[src/rtl/uart_pkg.sv]
// Shared UART definitions: receiver/transmitter state encoding, parity-mode
// constants and the counter-width helper.
package uart_pkg;

  typedef enum logic [2:0] {
    ST_IDLE,
    ST_START,
    ST_DATA,
    ST_CHECK,
    ST_STOP
  } uart_state_e;

  localparam logic [31:0] PAR_NONE = "None";
  localparam logic [31:0] PAR_ODD  = {8'h00, "Odd"};
  localparam logic [31:0] PAR_EVEN = "Even";

  // Bits needed to hold values 0..value-1, never less than one.
  function automatic int uart_log2(input int value);
    int w;
    w = 1;
    while ((1 << w) < value) w++;
    return w;
  endfunction

endpackage

[src/rtl/uart_rx_sync.sv]
// Two-flop synchronizer, falling-edge detector and bit-value decision for uart_rx.
// Optional macro UART_RX_MAJORITY_EN: 2-of-3 vote around the decision cycle.
module uart_rx_sync (
  input  logic i_clk,
  input  logic i_reset,
  input  logic i_rxd,
  output logic o_fall,
  output logic o_bit
);

  logic s1_q, s2_q, prev_q;

  always_ff @(posedge i_clk) begin
    if (i_reset) begin
      s1_q   <= 1'b1;
      s2_q   <= 1'b1;
      prev_q <= 1'b1;
    end else begin
      s1_q   <= i_rxd;
      s2_q   <= s1_q;
      prev_q <= s2_q;
    end
  end

  assign o_fall = prev_q & ~s2_q;

`ifdef UART_RX_MAJORITY_EN
  // s1_q already holds the value s2_q will show next cycle, so the vote over
  // counts HALF-1/HALF/HALF+1 is ready on the same cycle as the single sample.
  assign o_bit = (prev_q & s2_q) | (prev_q & s1_q) | (s2_q & s1_q);
`else
  assign o_bit = s2_q;
`endif

endmodule

[src/rtl/uart_rx.sv]
// UART receiver: configurable data/parity/stop framing, one-cycle o_valid strobe.
// Optional macro UART_RX_MAJORITY_EN selects majority-vote bit sampling.
module uart_rx
  import uart_pkg::*;
#(
  parameter logic [31:0] CHECK_BIT = PAR_NONE,
  parameter int          BPS       = 115200,
  parameter int          CLK       = 25_000_000,
  parameter int          DATA_BIT  = 8,
  parameter int          STOP_BIT  = 1
) (
  input  logic                i_clk,
  input  logic                i_reset,
  input  logic                i_rxd,
  output logic [DATA_BIT-1:0] o_data,
  output logic                o_valid,
  output logic                o_check_err,
  output logic                o_frame_err
);

  localparam int BIT_CNT = CLK / BPS;
  localparam int HALF    = BIT_CNT / 2;
  localparam int CW      = uart_log2(BIT_CNT);
  localparam int IW      = uart_log2((DATA_BIT > STOP_BIT) ? DATA_BIT : STOP_BIT);

  localparam logic [CW-1:0] HALF_C  = CW'(HALF);
  localparam logic [CW-1:0] LAST_C  = CW'(BIT_CNT - 1);
  localparam logic [IW-1:0] DLAST_C = IW'(DATA_BIT - 1);
  localparam logic [IW-1:0] SLAST_C = IW'(STOP_BIT - 1);
  localparam bit HAS_PAR = (CHECK_BIT != PAR_NONE);
  localparam bit IS_ODD  = (CHECK_BIT == PAR_ODD);

  uart_state_e         state_q, state_d;
  logic [CW-1:0]       cnt_q, cnt_d;
  logic [IW-1:0]       idx_q, idx_d;
  logic [DATA_BIT-1:0] sh_q, sh_d;
  logic                perr_q, perr_d, ferr_q, ferr_d;
  logic [DATA_BIT-1:0] data_q, data_d;
  logic                valid_q, valid_d, chk_q, chk_d, frm_q, frm_d;
  logic                fall, rx_bit, par_x;

  uart_rx_sync u_sync (
    .i_clk   (i_clk),
    .i_reset (i_reset),
    .i_rxd   (i_rxd),
    .o_fall  (fall),
    .o_bit   (rx_bit)
  );

  assign par_x = (^sh_q) ^ rx_bit;

  always_comb begin
    state_d = state_q;
    cnt_d   = cnt_q + CW'(1);
    idx_d   = idx_q;
    sh_d    = sh_q;
    perr_d  = perr_q;
    ferr_d  = ferr_q;
    data_d  = data_q;
    valid_d = 1'b0;
    chk_d   = chk_q;
    frm_d   = frm_q;
    case (state_q)
      ST_IDLE: begin
        cnt_d = '0;
        if (fall) begin
          state_d = ST_START;
          idx_d   = '0;
          perr_d  = 1'b0;
          ferr_d  = 1'b0;
        end
      end
      ST_START: if (cnt_q == HALF_C) begin
        cnt_d   = '0;
        state_d = rx_bit ? ST_IDLE : ST_DATA;
      end
      ST_DATA: if (cnt_q == LAST_C) begin
        cnt_d = '0;
        sh_d  = {rx_bit, sh_q[DATA_BIT-1:1]};
        if (idx_q == DLAST_C) begin
          idx_d   = '0;
          state_d = HAS_PAR ? ST_CHECK : ST_STOP;
        end else begin
          idx_d = idx_q + IW'(1);
        end
      end
      ST_CHECK: if (cnt_q == LAST_C) begin
        cnt_d   = '0;
        perr_d  = IS_ODD ? ~par_x : par_x;
        state_d = ST_STOP;
      end
      ST_STOP: if (cnt_q == LAST_C) begin
        cnt_d  = '0;
        ferr_d = ferr_q | ~rx_bit;
        // Leave at mid-stop-bit so an immediately following start edge is seen.
        if (idx_q == SLAST_C) begin
          valid_d = 1'b1;
          data_d  = sh_q;
          chk_d   = perr_q;
          frm_d   = ferr_q | ~rx_bit;
          state_d = ST_IDLE;
        end else begin
          idx_d = idx_q + IW'(1);
        end
      end
      default: state_d = ST_IDLE;
    endcase
  end

  always_ff @(posedge i_clk) begin
    if (i_reset) begin
      state_q <= ST_IDLE;
      cnt_q   <= '0;
      idx_q   <= '0;
      sh_q    <= '0;
      perr_q  <= 1'b0;
      ferr_q  <= 1'b0;
      data_q  <= '0;
      valid_q <= 1'b0;
      chk_q   <= 1'b0;
      frm_q   <= 1'b0;
    end else begin
      state_q <= state_d;
      cnt_q   <= cnt_d;
      idx_q   <= idx_d;
      sh_q    <= sh_d;
      perr_q  <= perr_d;
      ferr_q  <= ferr_d;
      data_q  <= data_d;
      valid_q <= valid_d;
      chk_q   <= chk_d;
      frm_q   <= frm_d;
    end
  end

  assign o_data      = data_q;
  assign o_valid     = valid_q;
  assign o_check_err = chk_q;
  assign o_frame_err = frm_q;

endmodule

[config.mk]
export PLATFORM = sky130hd
export DESIGN_NAME = uart_rx
export DESIGN_NICKNAME = d
export VERILOG_FILES = /design/src/rtl/uart_pkg.sv /design/src/rtl/uart_rx_sync.sv /design/src/rtl/uart_rx.sv
export SDC_FILE = /design/constraint.sdc
export NUM_CORES = 1
export LEC_CHECK = 0
export ABC_AREA = 1
export BUFFER_PORTS_ARGS = -buffer_cell sky130_fd_sc_hd__buf_2
export CAP_MARGIN = 15
export CORE_UTILIZATION = 30
export CTS_BUF_LIST = sky130_fd_sc_hd__clkbuf_4
export DETAILED_ROUTE_END_ITERATION = 7
export GPL_TIMING_DRIVEN = 0
export HOLD_SLACK_MARGIN = 0.1
export PLACE_DENSITY = 0.53
export SETUP_SLACK_MARGIN = 0.4
export SYNTH_ARGS = -nofsm -noshare
export SYNTH_HDL_FRONTEND = slang
export SYNTH_SLANG_ARGS = --single-unit
[constraint.sdc]
create_clock -name i_clk -period 1.74 [get_ports i_clk]
set_clock_uncertainty 0.1 [all_clocks]
set_input_delay 0.087 -clock i_clk [delete_from_list [all_inputs] [get_ports i_clk]]
set_output_delay 0.087 -clock i_clk [all_outputs]
set_load 0.02 [all_outputs]
---- Yosys cells after proc, flatten, opt, wreduce, memory -nomap -nowiden ----
Index checks and enable logic that the tools add are counted.
operators by class
  $add $sub $neg .......................... 2
  multiplexer cells ....................... 24
  eq/ne operators ......................... 15
  bitwise logic cells ..................... 6
  reduce and logical (&&, ||, !) cells .... 14
operator list
  operator                                                         count
  3-bit 2-to-1 mux                                                 12
  8-bit case mux with 3 select lines                               1
  8-bit 2-to-1 mux                                                 2
  2-bit inequality test, second input constant                     8
  3-bit case mux with 5 select lines                               1
  3-bit case mux with 3 select lines                               1
  3-bit AND reduction                                              3
  8-bit by 1-bit adder with 8-bit output, second input constant    1
  8-bit by 7-bit == test with 1-bit output, second input constant  1
  8-bit == test, second input constant                             1
  8-bit XOR reduction                                              1
  7-bit AND reduction                                              1
  3-bit by 2-bit == test with 1-bit output, second input constant  2
  3-bit == test, second input constant                             2
  3-bit logical NOT                                                2
  3-bit OR reduction                                               2
  5-bit AND reduction                                              1
  1-bit 2-to-1 mux                                                 4
  1-bit case mux with 2 select lines                               2
  2-bit nonzero test                                               2
  3-bit by 1-bit adder with 3-bit output, second input constant    1
  3-bit by 1-bit == test with 1-bit output, second input constant  1
  1-bit inverter                                                   3
  3-bit nonzero test                                               1
  other kinds (5)                                                  5
word-level totals
  logic and storage cells ................. 74
  register bits after elaboration ......... 38

---- Longest topological paths before layout ----
  depth in word-level cells ............... 4
  mapped depth ............................ 11
  mapped depth without buffers ............ 11

---- Hierarchy ----
Synthesis repeated with hierarchy kept, for this count alone.
unflattened totals
  cell total of the unflattened synthesis .. 251
  area, all modules ....................... 1784.2 sq um
by module, submodules not included
  module        times used  cells an instance  area an instance (sq um)
  uart_rx       1           239                1690.4
  uart_rx_sync  1           12                 93.8

---- Least setup slack after synthesis ----
No wires, ideal clock.
  path type ............................... flip-flop to flip-flop
  start ................................... register cnt_q[0]
  end ..................................... register cnt_q[2]
  library setup time ...................... 0.117 ns
  buffers on the path ..................... 0
  stages on the path, launching flop included .. 12
  period minus slack after synthesis ...... 1.482 ns
  slack ................................... 0.258 ns
  arrival time ............................ 1.265 ns
  data required time ...................... 1.523 ns
  path through ............................ dfxtp_1 -> inv_1 -> ha_1 -> nand2_1 -> nor3_2 -> nand2_2 -> inv_4 -> o21ai_2 -> inv_2 -> nand2_2 -> nand2_4 -> nor2_2
between the ends
  longest elaborated chain between the ends .. 3
  elaborated cells between the ends (all ways) .. 6
  classes of those cells .................. add/sub (1); eq/ne (2); mux (3)
RTL lines
  what                                                                  line            RTL
  start: declaration                                                    uart_rx.sv:34   logic [CW-1:0] cnt_q, cnt_d;
  start signal: assignment                                              uart_rx.sv:124  cnt_q <= cnt_d;
  8-bit by 1-bit adder with 8-bit output, or another cell as far along  uart_rx.sv:54   cnt_d = cnt_q + CW'(1);
  8-bit 2-to-1 mux (on tied branches)                                   -
  8-bit case mux with 3 select lines (*)                                uart_rx.sv:63   case (state_q)
Every way passes the cells marked *; elsewhere a longest branch is shown, timed or not.
A chain may end at the register's enable or synchronous reset.

---- Worst setup path after layout ----
  start ................................... register cnt_q[0]
  end ..................................... register sh_q[6]
between the ends
  longest elaborated chain between the ends .. 2
RTL lines
  what                                  line            RTL
  8-bit == test                         uart_rx.sv:77   ST_DATA: if (cnt_q == LAST_C) begin
  2-bit AND reduction (no source line)  -
  end signal: assignment                uart_rx.sv:115  sh_q <= '0;
  end signal: assignment                uart_rx.sv:126  sh_q <= sh_d;
  end: declaration                      uart_rx.sv:36   logic [DATA_BIT-1:0] sh_q, sh_d;
No other way between the ends.

==> flow_summary.toml <==
[cts]
cts.htree.levels = 2
cts.sinks = 38
clkTransAtPathRegs_ns = 0.13
cts_tree = "yes"
clk_path_buf_depth = 2
clock_latency_ns = 0.35
cts_made_buffers = 5
clock-root-buffer = "clkbuf_4"

[yosys]
synthFlopType = "dfxtp_1"
syn_inst = 261
synthesis.area_sq_um = 1950
postSynthAreaPerCell_sq_um = 7.47
ys_seq_area_share_pct = 39.0
yosysUniqueCellTypes = 34
synth_commonest_cells = "nand2_1, dfxtp_1, inv_1, a21oi_1, nor2_1"
yosysMostFrequentCell = "nand2_1"
yosysTopAreaCell = "dfxtp_1"
synth_area_leaders = "dfxtp_1, nand2_1, a21oi_1"
synth-async-reset-ratio_pct = 0
synth_edf_count = 0
synthesis.nets = 269
ys_warn_count = 0
synth-seq-cells = 38
synth.top_cell.area_share_pct = 39.0

[floorplan]
initial_core_util_pct = 30.9
fp.coreArea_sq_um = 6310
die-area_sq_um = 6820
die_w_um = 82.6
pin_count = 14
die_h_um = 82.6
fp-row-count = 29

[critical_path]
regToRegSetupSlack_ns = 0.14
cp.arrival_ns = 1.74
crit_chain = "inv_4 > ha_4 > nand2_2 > nor3_2 > nand2_2 > inv_4 > nand2_4 > buf_6 > o21ai_1 > a21oi_1"
start_kind = "register"
crit_fanout = 10
crit_buf_inv = 3
cp_slowest_cell = "dfxtp_4"
worstRegToRegCells = 10
cp_data_required_time_ns = 1.88
crit_family = "simple AND/OR/NAND/NOR gates"
r2r-start = "cnt_q[0]$_SDFF_PP0_"
reg2reg_to = "sh_q[6]$_SDFFE_PP0P_"
end_kind = "register"
worstSetupPathDepth = 10
slowest_delay_ns = 0.38
critical_path_class = "register to register"

[timing]
finalCriticalPeriod_ns = 1.60
tightest_slew_ns = 0.524
timing.setup.tns_ns = 0
relSlewSlack_pct = 65.1
drv_slew = 0
rsz0062_at_grt = "true"
fin_crit_sh_pct = 91.9
setup_viol = 0
hold_viol_final = 0
setup_ws_ns = 0.140
fmax_ghz = 0.625

[drt]
vias_per_cell = 4.57
wl_per_cell_um = 10.8
route.detailed.drc = 0
wl_met2_um = 1920
drt-total-wl_um = 3970
routedLengthMet1_um = 1870
first_pass_iters = 4
ant_nets = 0
drt_iter0_markers = 53
met3_length_um = 134
vias = 1687
top_layer_used = "met4"

[job]
maxCapViolCount = 0

[layout]
diodes = 0
drive_gt1_share_pct = 30.8
final_nets = 299
final_util_pct = 38.2
syn2layout_area_growth_pct = 23.9
finalInstanceArea_sq_um = 2410
fillers = 679

[place]
hpwl_um = 2870
io_buffers = 13
gp_routability_congestion = 0.781
dp_slack_ns = 0.0762
placed_area_sq_um = 2160

[grt]
antenna_found_initial = 0
grt_pass1_vias = 1453
track_usage_pct = 13.0
grt_pass1_wl_um = 6670
grt_max_degree = 14
grt.overflow.total = 0

[power_and_ir_drop]
p_leak_nw = 1.04
pwr_density_cell_nw_per_um2 = 1300
vdd_ir_drop_max_mv = 0.624
power_mw = 3.14

[worst_hold_path]
hold_end = "idx_q[2]$_SDFFE_PP0P_"
worstHoldPathCells = 5
hold_path_class = "input port to register"
min_from = "i_reset"

[status]
outcome = "finished, final reports clean"
power by group:
part / internal (mW) / switching (mW) / total, mW
Combinational: 0.522 / 0.817 / 1.34
Clock: 0.450 / 0.319 / 0.768
Sequential: 0.969 / 0.0681 / 1.04
Total: 1.94 / 1.20 / 3.14
placed cells by master, fill, tap and decap left out, drive strengths merged:
cell type and n:
clkbuf 8, bufinv 2, clkinv 1, inv 33, a21boi 1, nor3b 1
or2 3, dlygate4sd3 4, nor2 34, xor2 3, o211ai 1, a21oi 23
o21ai 27, xnor2 1, dfxtp 38, nor3 5, ha 5, nand3b 1
buf 21, a31oi 1, nand3 12, nand2 67
per-stage QoR:
stage	hold slack, ns	cells
floorplan	0.0561	261
global placement	0.190	351
detailed placement	0.188	351
CTS	0.245	368
global route	0.281	369
finish	0.246	369
worst max path at each step:
stage,startpoint,to,slack (ns)
6_report,cnt_q[0]$_SDFF_PP0_,sh_q[6]$_SDFFE_PP0P_,0.14
3_5_place_dp,cnt_q[1]$_SDFF_PP0_,sh_q[6]$_SDFFE_PP0P_,0.08
4_1_cts,cnt_q[0]$_SDFF_PP0_,cnt_q[5]$_SDFF_PP0_,0.11
2_1_floorplan,cnt_q[0]$_SDFF_PP0_,cnt_q[2]$_SDFF_PP0_,0.29
5_1_grt,cnt_q[0]$_SDFF_PP0_,state_q[1]$_SDFFE_PP0P_,0.03
3_3_place_gp,cnt_q[0]$_SDFF_PP0_,sh_q[6]$_SDFFE_PP0P_,0.12
cell families after synthesis:
kind of cell	share of synthesized area, %
DFF	39.0
AOI/OAI and AO/OA	15.0
adders and majority gates	3.21
xor gates and xnor gates	1.80
buffers and inverters	8.86
and+or+nand+nor	32.2
repair_timing:
item	CTS	global route
hold buffers	4	0
gates resized for setup	9	5
cloned	0	1
setup endpoints to repair	34	35
endpoints found under the hold margin	7	0
pin swaps	1	2
buffers inserted	5	0
cell type report:
cell class,count,area [sq um],area share (%)
inverters,33,136,5.65
flip-flops and latches,38,766,31.7
plain buffers,5,46.3,1.92
clock inverters,3,68.8,2.85
clock buffers,5,37.5,1.55
repair buffers,23,168,6.94
well taps,77,96.3,3.99
multi-input cells,185,1100,45.4
worst register-to-register path, cell delays in order, from the launching register on:
cell     delay [ns]
dfxtp_4        0.38
inv_4          0.05
ha_4           0.13
nand2_2        0.05
nor3_2         0.12
nand2_2        0.13
inv_4          0.12
nand2_4        0.09
buf_6          0.15
o21ai_1        0.13
a21oi_1        0.05
flip-flops by register name (all words and copies together) (netlist names):
register       flops
o_frame_err        1
u_sync.o_bit       1
cnt_q              8
state_q            3
u_sync.s1_q        1
o_check_err        1
u_sync.prev_q      1
perr_q             1
o_valid            1
sh_q               8
ferr_q             1
idx_q              3
o_data             8
per-layer routing:
layer	vias up	track usage, %
li1	891	-
met2	22	21.7
met4	0	4.66
met5	-	0
met1	770	16.1
met3	4	3.30
No activity file was read; power rests on OpenSTA's default activity.
